**config.mk**
```make
export PLATFORM = sky130hd
export DESIGN_NAME = sdram_cmd_arbiter_flat
export DESIGN_NICKNAME = d
export VERILOG_FILES = /design/src/rtl/sdram_cmd_arbiter_if.sv /design/src/rtl/sdram_cmd_arbiter.sv /design/src/flat_wrapper.sv
export SDC_FILE = /design/constraint.sdc
export NUM_CORES = 1
export LEC_CHECK = 0
export BUFFER_PORTS_ARGS = -buffer_cell sky130_fd_sc_hd__clkbuf_2
export CAP_MARGIN = 0
export CORE_ASPECT_RATIO = 0.9
export CORE_MARGIN = 4
export CORE_UTILIZATION = 41
export CTS_CLUSTER_DIAMETER = 150
export DETAILED_ROUTE_END_ITERATION = 10
export PLACE_DENSITY_LB_ADDON = 0.05
export SLEW_MARGIN = 20
export SYNTH_ARGS = -nofsm -noshare
export SYNTH_HDL_FRONTEND = slang
export SYNTH_SLANG_ARGS = --single-unit
```
**constraint.sdc**
```tcl
create_clock -name sys_clk -period 3.35 [get_ports sys_clk]
set_clock_uncertainty 0.2 [all_clocks]
set_input_delay 0 -clock sys_clk [delete_from_list [all_inputs] [get_ports sys_clk]]
set_output_delay 0 -clock sys_clk [all_outputs]
set_load 0.05 [all_outputs]
```
**src/rtl/sdram_cmd_arbiter_if.sv**
```systemverilog
// Bundle of requester-side buses and SDRAM pin-side outputs for the command arbiter.
// Latency: none, this is wiring only.
// Backpressure: none, grants are the only flow control (level request, pulse end).
interface sdram_cmd_arbiter_if #(
    parameter int ADDR_W = 13,
    parameter int BA_W   = 2,
    parameter int DATA_W = 16
);
    // init sequencer
    logic [3:0]        init_cmd;
    logic [BA_W-1:0]   init_ba;
    logic [ADDR_W-1:0] init_addr;
    logic              init_end;
    // auto-refresh
    logic              aref_req;
    logic              aref_end;
    logic [3:0]        aref_cmd;
    logic [BA_W-1:0]   aref_ba;
    logic [ADDR_W-1:0] aref_addr;
    // write burst
    logic              wr_req;
    logic              wr_end;
    logic [3:0]        wr_cmd;
    logic [BA_W-1:0]   wr_ba;
    logic [ADDR_W-1:0] wr_addr;
    logic              wr_sdram_en;
    logic [DATA_W-1:0] wr_sdram_data;
    // read burst
    logic              rd_req;
    logic              rd_end;
    logic [3:0]        rd_cmd;
    logic [BA_W-1:0]   rd_ba;
    logic [ADDR_W-1:0] rd_addr;
    // grants and status
    logic              aref_en;
    logic              wr_en;
    logic              rd_en;
    logic              grant_err;
    // SDRAM pins
    logic              sdram_cke;
    logic              sdram_cs_n;
    logic              sdram_ras_n;
    logic              sdram_cas_n;
    logic              sdram_we_n;
    logic [BA_W-1:0]   sdram_ba;
    logic [ADDR_W-1:0] sdram_addr;
    logic [DATA_W-1:0] sdram_dq_out;
    logic              sdram_dq_oe;

    // arbiter side
    modport slave (
        input  init_cmd, init_ba, init_addr, init_end,
        input  aref_req, aref_end, aref_cmd, aref_ba, aref_addr,
        input  wr_req, wr_end, wr_cmd, wr_ba, wr_addr, wr_sdram_en, wr_sdram_data,
        input  rd_req, rd_end, rd_cmd, rd_ba, rd_addr,
        output aref_en, wr_en, rd_en, grant_err,
        output sdram_cke, sdram_cs_n, sdram_ras_n, sdram_cas_n, sdram_we_n,
        output sdram_ba, sdram_addr, sdram_dq_out, sdram_dq_oe
    );

    // requester / pin side
    modport master (
        output init_cmd, init_ba, init_addr, init_end,
        output aref_req, aref_end, aref_cmd, aref_ba, aref_addr,
        output wr_req, wr_end, wr_cmd, wr_ba, wr_addr, wr_sdram_en, wr_sdram_data,
        output rd_req, rd_end, rd_cmd, rd_ba, rd_addr,
        input  aref_en, wr_en, rd_en, grant_err,
        input  sdram_cke, sdram_cs_n, sdram_ras_n, sdram_cas_n, sdram_we_n,
        input  sdram_ba, sdram_addr, sdram_dq_out, sdram_dq_oe
    );
endinterface

```
**src/rtl/sdram_cmd_arbiter.sv**
```systemverilog
// Grants the SDRAM command/address/DQ bus to init, refresh, write or read (refresh first, W/R round-robin).
// Latency: grant rises one cycle after the ARBIT decision; one NOP cycle follows every grant.
// Backpressure: requesters hold *_req until granted; a watchdog reclaims a grant never ended.
module sdram_cmd_arbiter #(
    parameter int ADDR_W        = 13,
    parameter int BA_W          = 2,
    parameter int DATA_W        = 16,
    parameter int GRANT_TIMEOUT = 1023
) (
    input  logic                  sys_clk,
    input  logic                  sys_rst,
    sdram_cmd_arbiter_if.slave    bus
);
    localparam int CNT_W = (GRANT_TIMEOUT < 1) ? 1 : $clog2(GRANT_TIMEOUT + 1);
    localparam bit WD_EN = (GRANT_TIMEOUT != 0);
    // Last count value of a grant; the grant is reclaimed when this is reached without an end.
    localparam logic [CNT_W-1:0] CNT_LAST = CNT_W'(GRANT_TIMEOUT - 1);

    typedef enum logic [2:0] {
        S_INIT  = 3'd0,
        S_ARBIT = 3'd1,
        S_AREF  = 3'd2,
        S_WRITE = 3'd3,
        S_READ  = 3'd4
    } state_t;

    state_t           state_q, state_d;
    logic             last_wr_q, last_wr_d;
    logic [CNT_W-1:0] cnt_q, cnt_d;
    logic             grant_err_q, grant_err_d;
    logic             cke_q;

    logic [3:0]        cmd;
    logic [BA_W-1:0]   ba;
    logic [ADDR_W-1:0] addr;

    // Next-state, round-robin flag and watchdog counter.
    always_comb begin
        state_d     = state_q;
        last_wr_d   = last_wr_q;
        cnt_d       = cnt_q;
        grant_err_d = 1'b0;
        case (state_q)
            S_INIT: begin
                if (bus.init_end) state_d = S_ARBIT;
            end
            S_ARBIT: begin
                // Counter is held at zero here so every grant starts counting from 0.
                cnt_d = '0;
                if (bus.aref_req) begin
                    state_d = S_AREF;
                end else if (bus.wr_req && (!bus.rd_req || !last_wr_q)) begin
                    state_d   = S_WRITE;
                    last_wr_d = 1'b1;
                end else if (bus.rd_req) begin
                    state_d   = S_READ;
                    last_wr_d = 1'b0;
                end
            end
            S_AREF, S_WRITE, S_READ: begin
                cnt_d = cnt_q + CNT_W'(1);
                if ((state_q == S_AREF  && bus.aref_end) ||
                    (state_q == S_WRITE && bus.wr_end)   ||
                    (state_q == S_READ  && bus.rd_end)) begin
                    state_d = S_ARBIT;
                end else if (WD_EN && (cnt_q == CNT_LAST)) begin
                    // A same-cycle end takes the branch above, so no error in that case.
                    state_d     = S_ARBIT;
                    grant_err_d = 1'b1;
                end
            end
            default: state_d = S_INIT;
        endcase
    end

    // Control state registers; reset returns the block to INIT from any state.
    always_ff @(posedge sys_clk or posedge sys_rst) begin
        if (sys_rst) begin
            state_q     <= S_INIT;
            last_wr_q   <= 1'b0;
            cnt_q       <= '0;
            grant_err_q <= 1'b0;
            cke_q       <= 1'b0;
        end else begin
            state_q     <= state_d;
            last_wr_q   <= last_wr_d;
            cnt_q       <= cnt_d;
            grant_err_q <= grant_err_d;
            cke_q       <= 1'b1;
        end
    end

    // Pin mux: init bus in INIT, NOP with all-ones ba/addr in ARBIT, granted requester otherwise.
    always_comb begin
        cmd  = 4'b0111;
        ba   = '1;
        addr = '1;
        case (state_q)
            S_INIT:  begin cmd = bus.init_cmd; ba = bus.init_ba; addr = bus.init_addr; end
            S_AREF:  begin cmd = bus.aref_cmd; ba = bus.aref_ba; addr = bus.aref_addr; end
            S_WRITE: begin cmd = bus.wr_cmd;   ba = bus.wr_ba;   addr = bus.wr_addr;   end
            S_READ:  begin cmd = bus.rd_cmd;   ba = bus.rd_ba;   addr = bus.rd_addr;   end
            default: ;
        endcase
    end

    // Grants are decoded from the state register so they drop as soon as reset asserts.
    assign bus.aref_en      = (state_q == S_AREF);
    assign bus.wr_en        = (state_q == S_WRITE);
    assign bus.rd_en        = (state_q == S_READ);
    assign bus.grant_err    = grant_err_q;
    assign bus.sdram_cke    = cke_q;
    assign bus.sdram_cs_n   = cmd[3];
    assign bus.sdram_ras_n  = cmd[2];
    assign bus.sdram_cas_n  = cmd[1];
    assign bus.sdram_we_n   = cmd[0];
    assign bus.sdram_ba     = ba;
    assign bus.sdram_addr   = addr;
    assign bus.sdram_dq_oe  = (state_q == S_WRITE) && bus.wr_sdram_en;
    assign bus.sdram_dq_out = (state_q == S_WRITE) ? bus.wr_sdram_data : '0;
endmodule

```
**src/flat_wrapper.sv**
```systemverilog
// flat-port wrapper written by rule: the top's interface ports become plain ports
module sdram_cmd_arbiter_flat 
#(
    parameter int ADDR_W        = 13,
    parameter int BA_W          = 2,
    parameter int DATA_W        = 16,
    parameter int GRANT_TIMEOUT = 1023
)
  (sys_clk, sys_rst, bus_init_cmd, bus_init_ba, bus_init_addr, bus_init_end, bus_aref_req, bus_aref_end, bus_aref_cmd, bus_aref_ba, bus_aref_addr, bus_wr_req, bus_wr_end, bus_wr_cmd, bus_wr_ba, bus_wr_addr, bus_wr_sdram_en, bus_wr_sdram_data, bus_rd_req, bus_rd_end, bus_rd_cmd, bus_rd_ba, bus_rd_addr, bus_aref_en, bus_wr_en, bus_rd_en, bus_grant_err, bus_sdram_cke, bus_sdram_cs_n, bus_sdram_ras_n, bus_sdram_cas_n, bus_sdram_we_n, bus_sdram_ba, bus_sdram_addr, bus_sdram_dq_out, bus_sdram_dq_oe);
  sdram_cmd_arbiter_if #(.ADDR_W(ADDR_W), .BA_W(BA_W), .DATA_W(DATA_W)) bus_i ();
  input  logic sys_clk;
  input  logic sys_rst;
  input wire logic [$bits(bus_i.init_cmd)-1:0] bus_init_cmd;
  input wire logic [$bits(bus_i.init_ba)-1:0] bus_init_ba;
  input wire logic [$bits(bus_i.init_addr)-1:0] bus_init_addr;
  input wire logic [$bits(bus_i.init_end)-1:0] bus_init_end;
  input wire logic [$bits(bus_i.aref_req)-1:0] bus_aref_req;
  input wire logic [$bits(bus_i.aref_end)-1:0] bus_aref_end;
  input wire logic [$bits(bus_i.aref_cmd)-1:0] bus_aref_cmd;
  input wire logic [$bits(bus_i.aref_ba)-1:0] bus_aref_ba;
  input wire logic [$bits(bus_i.aref_addr)-1:0] bus_aref_addr;
  input wire logic [$bits(bus_i.wr_req)-1:0] bus_wr_req;
  input wire logic [$bits(bus_i.wr_end)-1:0] bus_wr_end;
  input wire logic [$bits(bus_i.wr_cmd)-1:0] bus_wr_cmd;
  input wire logic [$bits(bus_i.wr_ba)-1:0] bus_wr_ba;
  input wire logic [$bits(bus_i.wr_addr)-1:0] bus_wr_addr;
  input wire logic [$bits(bus_i.wr_sdram_en)-1:0] bus_wr_sdram_en;
  input wire logic [$bits(bus_i.wr_sdram_data)-1:0] bus_wr_sdram_data;
  input wire logic [$bits(bus_i.rd_req)-1:0] bus_rd_req;
  input wire logic [$bits(bus_i.rd_end)-1:0] bus_rd_end;
  input wire logic [$bits(bus_i.rd_cmd)-1:0] bus_rd_cmd;
  input wire logic [$bits(bus_i.rd_ba)-1:0] bus_rd_ba;
  input wire logic [$bits(bus_i.rd_addr)-1:0] bus_rd_addr;
  output wire logic [$bits(bus_i.aref_en)-1:0] bus_aref_en;
  output wire logic [$bits(bus_i.wr_en)-1:0] bus_wr_en;
  output wire logic [$bits(bus_i.rd_en)-1:0] bus_rd_en;
  output wire logic [$bits(bus_i.grant_err)-1:0] bus_grant_err;
  output wire logic [$bits(bus_i.sdram_cke)-1:0] bus_sdram_cke;
  output wire logic [$bits(bus_i.sdram_cs_n)-1:0] bus_sdram_cs_n;
  output wire logic [$bits(bus_i.sdram_ras_n)-1:0] bus_sdram_ras_n;
  output wire logic [$bits(bus_i.sdram_cas_n)-1:0] bus_sdram_cas_n;
  output wire logic [$bits(bus_i.sdram_we_n)-1:0] bus_sdram_we_n;
  output wire logic [$bits(bus_i.sdram_ba)-1:0] bus_sdram_ba;
  output wire logic [$bits(bus_i.sdram_addr)-1:0] bus_sdram_addr;
  output wire logic [$bits(bus_i.sdram_dq_out)-1:0] bus_sdram_dq_out;
  output wire logic [$bits(bus_i.sdram_dq_oe)-1:0] bus_sdram_dq_oe;
  assign bus_i.init_cmd = bus_init_cmd;
  assign bus_i.init_ba = bus_init_ba;
  assign bus_i.init_addr = bus_init_addr;
  assign bus_i.init_end = bus_init_end;
  assign bus_i.aref_req = bus_aref_req;
  assign bus_i.aref_end = bus_aref_end;
  assign bus_i.aref_cmd = bus_aref_cmd;
  assign bus_i.aref_ba = bus_aref_ba;
  assign bus_i.aref_addr = bus_aref_addr;
  assign bus_i.wr_req = bus_wr_req;
  assign bus_i.wr_end = bus_wr_end;
  assign bus_i.wr_cmd = bus_wr_cmd;
  assign bus_i.wr_ba = bus_wr_ba;
  assign bus_i.wr_addr = bus_wr_addr;
  assign bus_i.wr_sdram_en = bus_wr_sdram_en;
  assign bus_i.wr_sdram_data = bus_wr_sdram_data;
  assign bus_i.rd_req = bus_rd_req;
  assign bus_i.rd_end = bus_rd_end;
  assign bus_i.rd_cmd = bus_rd_cmd;
  assign bus_i.rd_ba = bus_rd_ba;
  assign bus_i.rd_addr = bus_rd_addr;
  assign bus_aref_en = bus_i.aref_en;
  assign bus_wr_en = bus_i.wr_en;
  assign bus_rd_en = bus_i.rd_en;
  assign bus_grant_err = bus_i.grant_err;
  assign bus_sdram_cke = bus_i.sdram_cke;
  assign bus_sdram_cs_n = bus_i.sdram_cs_n;
  assign bus_sdram_ras_n = bus_i.sdram_ras_n;
  assign bus_sdram_cas_n = bus_i.sdram_cas_n;
  assign bus_sdram_we_n = bus_i.sdram_we_n;
  assign bus_sdram_ba = bus_i.sdram_ba;
  assign bus_sdram_addr = bus_i.sdram_addr;
  assign bus_sdram_dq_out = bus_i.sdram_dq_out;
  assign bus_sdram_dq_oe = bus_i.sdram_dq_oe;
  sdram_cmd_arbiter #(.ADDR_W(ADDR_W), .BA_W(BA_W), .DATA_W(DATA_W), .GRANT_TIMEOUT(GRANT_TIMEOUT)) u_core (.sys_clk(sys_clk), .sys_rst(sys_rst), .bus(bus_i));
endmodule
```
== Word-level counts from Yosys, hierarchy flattened ==
Index checks and enable logic that the tools add are counted.
Cells by class
  add/sub/neg operators: 1
  equal/unequal tests: 8
  multiplexer cells: 17
  bitwise operators: 1
  reduce and logical (&&, ||, !) cells: 16
Operators with widths (number)
  13-bit case mux with 4 select lines: 1
  10-bit case mux with 2 select lines: 1
  3-bit 2-to-1 mux: 6
  16-bit 2-to-1 mux: 1
  4-bit case mux with 4 select lines: 1
  10-bit by 1-bit adder with 10-bit output (second input constant): 1
  10-bit equality test (second input constant): 1
  3-bit case mux with 3 select lines: 1
  2-bit case mux with 4 select lines: 1
  3-bit by 2-bit equality test with 1-bit output (second input constant): 2
  3-bit AND reduction: 2
  1-bit logical AND: 5
  1-bit 2-to-1 mux: 5
  4-bit by 3-bit inequality test with 1-bit output (second input constant): 1
  2-bit nonzero test: 2
  3-bit by 1-bit equality test with 1-bit output (second input constant): 1
  3-bit equality test (second input constant): 1
  3-bit zero test: 1
  1-bit logical OR: 3
  3-bit by 1-bit inequality test with 1-bit output (second input constant): 1
  3-bit OR reduction: 1
  1-bit zero test: 2
  2-bit inequality test (second input constant): 1
  1-bit inverter: 1
Word-level totals
  flip-flop bits (word level): 16
  output and inout port bits: 41
  logic and storage cells: 48

== Logic depth before layout (Yosys ltp) ==
  word-level depth: 6
  depth in mapped cells: 7

== Worst setup path before layout ==
OpenSTA, ideal clock, no wires.
  path kind: register to output
  from: reg u_core.state_q[1]
  to: out bus_sdram_cs_n
  arrival: 2137 ps
  required time: 3150 ps
  path slack: 1013 ps
  stages on the path, launching flop included: 6
  cells stage by stage: dfrtp_1 -> buf_6 -> buf_2 -> clkbuf_1 -> a22oi_1 -> o21ai_0
On the way
  cells in the longest elaborated chain, start to end: 2
  elaborated cells on any way between the ends: 5
Ends and longest elaborated chain
  start, declared: RTL line sdram_cmd_arbiter.sv:27  | state_t state_q, state_d;
  start signal, assigned: RTL line sdram_cmd_arbiter.sv:85  | state_q <= state_d;
  3-bit equality test (tied with other cells): RTL line sdram_cmd_arbiter.sv:98  | case (state_q)
  4-bit case mux with 4 select lines (*): RTL line sdram_cmd_arbiter.sv:98
  end, declared: RTL line flat_wrapper.sv:39  | output wire logic [$bits(bus_i.sdram_cs_n)-1:0] bus_sdram_cs_n;
Mark *: on every way between the ends. The rest lies on a longest branch, timed or not.

== Worst setup path in the final report ==
  from: reg u_core.state_q[1]
  to: reg u_core.grant_err_q, in the netlist u_core.bus.grant_err
On the way
  cells in the longest elaborated chain, start to end: 6
  elaborated cells on any way between the ends: 11
Ends and longest elaborated chain
  3-bit by 2-bit equality test with 1-bit output, on equally long branches: RTL line sdram_cmd_arbiter.sv:43, sdram_cmd_arbiter.sv:62, sdram_cmd_arbiter.sv:63
  1-bit logical AND, on equally long branches: RTL line sdram_cmd_arbiter.sv:62, sdram_cmd_arbiter.sv:63
  1-bit logical OR: RTL line sdram_cmd_arbiter.sv:62  | if ((state_q == S_AREF && bus.aref_end) ||
  1-bit logical OR: RTL line sdram_cmd_arbiter.sv:63  | (state_q == S_WRITE && bus.wr_end) ||
  1-bit 2-to-1 mux: RTL line sdram_cmd_arbiter.sv:62
  1-bit 2-to-1 mux (*): RTL line sdram_cmd_arbiter.sv:43  | case (state_q)
  named net u_core.grant_err_d: RTL line sdram_cmd_arbiter.sv:30  | logic grant_err_q, grant_err_d;
  end signal, assigned: RTL line sdram_cmd_arbiter.sv:88  | grant_err_q <= grant_err_d;
  end, declared: RTL line sdram_cmd_arbiter.sv:30
The timed path passes the listed nets; every way through them passes the cells marked *.
A chain may end at the register's enable or synchronous reset.

==> flow_summary.toml <==
[worst_hold_path]
holdPathStages = 5
hp-class = "input pin to flop"

[clock_network]
cts.clk_slew.worst_paths_ps = 60
cts-root-buf = "clkbuf_8"
cts_tree = "built"
cts_buffer_depth = 2
clock_latency_ps = 250
cts.repair.resized = 0
htree_levels = 1
cts_buffers = 3
clkSinkCount = 16

[global_route]
overflow = 0
grt_max_degree = 27
grt_pass1_wl_mm = 8.307
antenna_found_initial = 0
track_usage_pct = 21.13
grt_pass1_vias = 1843

[synth]
synth_top_area_share_pct = 25.48
synthTopCellsByCount = "nor2_1, mux2i_1, a21oi_1, and3_1, o22a_1"
avgSynthCellArea_sq_um = 7.858
synth_seq_cells = 16
syn_area_sq_um = 1572
yosysTopAreaCell = "dfrtp_1"
ys_seq_area_share_pct = 25.48
synthArstFlopShare_pct = 100.0
synth_cells = 200
ys_types = 36
synth_edf_count = 0
synth_fp_nets = 304
synth_flop_cell = "dfrtp_1"
ys_warn_count = 0
synth_area_leaders = "dfrtp_1, mux2i_1, o22a_1, and3_1, nor2_1"
synth_most_common_cell = "nor2_1"

[power]
internal_power_mw = 0.7780
p_sw_share_pct = 61.05
pwr-share-comb_pct = 77.7
leakagePower_nw = 1.351
pwr-share-seq_pct = 15.2
powerDensity_nw_per_um2 = 826.6
pwr-share-clk_pct = 7.1
switching_power_mw = 1.219
ir_drop_uv = 667.1

[floorplan]
core_area_sq_um = 3705
die_w_um = 73.26
dieArea_sq_um = 4889
start_util_pct = 42.42
rows = 21
chipHeight_um = 66.74
ioPinCount = 143

[timing]
rsz0062_at_grt = "false"
tightest_slew_ps = 947.4
max_freq_ghz = 0.3528
setup_viol = 0
slew_viol_final = 0
finalHoldViolCount = 0
period_share_pct = 84.61
worst_slack_ps = 515.6
min_period_ps = 2834
tns_ps = 0
slew_headroom_pct = 36.71

[setup_path]
endpoint_kind = "flop"
crit_chain = "buf_4, nor2b_1, a2bb2oi_1, dlygate4sd3_1, nor2b_1"
crit_fanout = 20
crit_slowest_cell = "nor2b_1"
cp.required_ps = 3330
reg2reg_setup_slack_ps = 520
ff2ff_path_depth = 5
max_stage_delay_ps = 790
worstPathArrival_ps = 2810
critPathLaunchType = "flop"
crit_type = "flop to flop"
cp_common_cell = "nor2b_1"

[job]
maxCapViolCount = 0

[cells_and_area]
final_layout_size_suffix_gt1_share_pct = 45.16
area_delta_synth_final_pct = 53.74
diodes = 0
nFillCells = 349
nets = 447

[detailed_routing]
postRouteWirelength_mm = 5.454
drt-pass1-iter-count = 4
initialDrtViolationCount = 92
ant_nets = 0
route.detailed.wl_per_inst_um = 14.09
drc = 0
routed_via_density = 5.134
num_vias = 1987

[place]
hpwlAfterDp_mm = 4.400
io_buffers = 142
place.gp.congestion = 0.7878
detailedPlace.worstSlack_ps = 872.6

[status]
status = "completed"
[worst max-delay path: cells and delay by family (launching register included)]
kind / cells / cell delay, ps
AO/OA/AOI/OAI: 1 / 200
buffers and inverters: 2 / 910
flip-flops: 1 / 540
AND/OR/NAND/NOR: 2 / 910
[power groups by stage]
stage	combinational, mW	clock [mW]	sequential, mW
final	1.55	0.142	0.304
after global placement	1.53	0	0.305
after global routing	1.68	0.156	0.316
after floorplan	1.28	0	0.255
after detailed placement	1.53	0	0.307
after CTS	1.56	0.147	0.304
[registers in the layout, indices dropped and copies added, names as in the netlist]
| register | count |
|---|---|
| u_core.bus.sdram_cke | 1 |
| u_core.cnt_q | 10 |
| u_core.bus.grant_err | 1 |
| u_core.state_q | 3 |
| u_core.last_wr_q | 1 |
[cell families (layout without fill, tap and decap cells)]
logic type | after synthesis | count (layout) | synth area share (%)
buf+inv | 21 | 162 | 6.369
mux | 25 | 25 | 16.00
compound gates | 58 | 58 | 26.43
other cells | 1 | 1 | 0.2386
fa+ha+maj | 2 | 2 | 1.592
simple gates | 77 | 77 | 23.89
flops | 16 | 16 | 25.48
[final timing paths]
path	to	from
min reg2reg	u_core.cnt_q[9]$_DFFE_PP0P_	u_core.cnt_q[9]$_DFFE_PP0P_
min	u_core.state_q[1]$_DFFE_PP0P_	bus_aref_end
min in group asynchronous	u_core.last_wr_q$_DFFE_PP0P_	sys_rst
max in group asynchronous	u_core.state_q[1]$_DFFE_PP0P_	sys_rst
max	u_core.bus.grant_err$_DFF_PP0_	u_core.state_q[1]$_DFFE_PP0P_
max reg2reg	u_core.bus.grant_err$_DFF_PP0_	u_core.state_q[1]$_DFFE_PP0P_
[cell usage in the layout (no fill, tap or decap), types with 2 or more instances in the layout]
| cell | instances |
|---|---|
| dfrtp_1 | 16 |
| o22a_1 | 18 |
| nor2_1 | 27 |
| clkbuf_2 | 142 |
| nor3_1 | 2 |
| nand3_1 | 4 |
| inv_1 | 3 |
| a21oi_1 | 20 |
| nand2_1 | 15 |
| clkbuf_8 | 3 |
| dlygate4sd3_1 | 9 |
| ha_1 | 2 |
| a21boi_0 | 2 |
| and3_1 | 20 |
| nand2b_1 | 2 |
| nor2b_1 | 2 |
| mux2i_1 | 24 |
| o21ai_0 | 6 |
| buf_4 | 4 |
| a31oi_1 | 2 |
| o31ai_1 | 2 |
[final cells by class]
| type | instances | area [sq um] | share of cell area, % |
|---|---|---|---|
| sequential | 16 | 400.4 | 16.57 |
| multi-input combinational | 163 | 1071 | 44.33 |
| inverter | 4 | 15.01 | 0.6214 |
| timing repair buffer | 155 | 830.8 | 34.39 |
| clock buffer | 3 | 41.29 | 1.709 |
| tap | 46 | 57.56 | 2.382 |
[per-stage QoR]
| stage | cell area [sq um] | std cells | hold WS (ps) | utilization, % | power, mW |
|---|---|---|---|---|---|
| global placement | 2285 | 375 | -122.7 | 61.67 | 1.833 |
| detailed placement | 2285 | 375 | -113.6 | 61.67 | 1.838 |
| global route | 2416 | 387 | 159.6 | 65.21 | 2.148 |
| finish | 2416 | 387 | 117.4 | 65.21 | 1.997 |
| floorplan | 1572 | 200 | -286.3 | - | 1.536 |
| CTS | 2416 | 387 | 110.2 | 65.21 | 2.009 |
[metal layers]
metal	routed length, um	global-route usage [%]	part of all wire [%]	vias to the layer above
met1	2226	26.19	41	883
met5	0	0	0	-
li1	-	-	-	1015
met3	528	5.882	9.7	2
met4	22	2.304	0.40	0
met2	2676	37.28	49	87
[timing repair]
action                                 in CTS  in global routing
buffers inserted                            0                  0
hold buffers                                9                  0
endpoints found under the hold margin      21                  0
No activity file was read; power rests on OpenSTA's default activity.
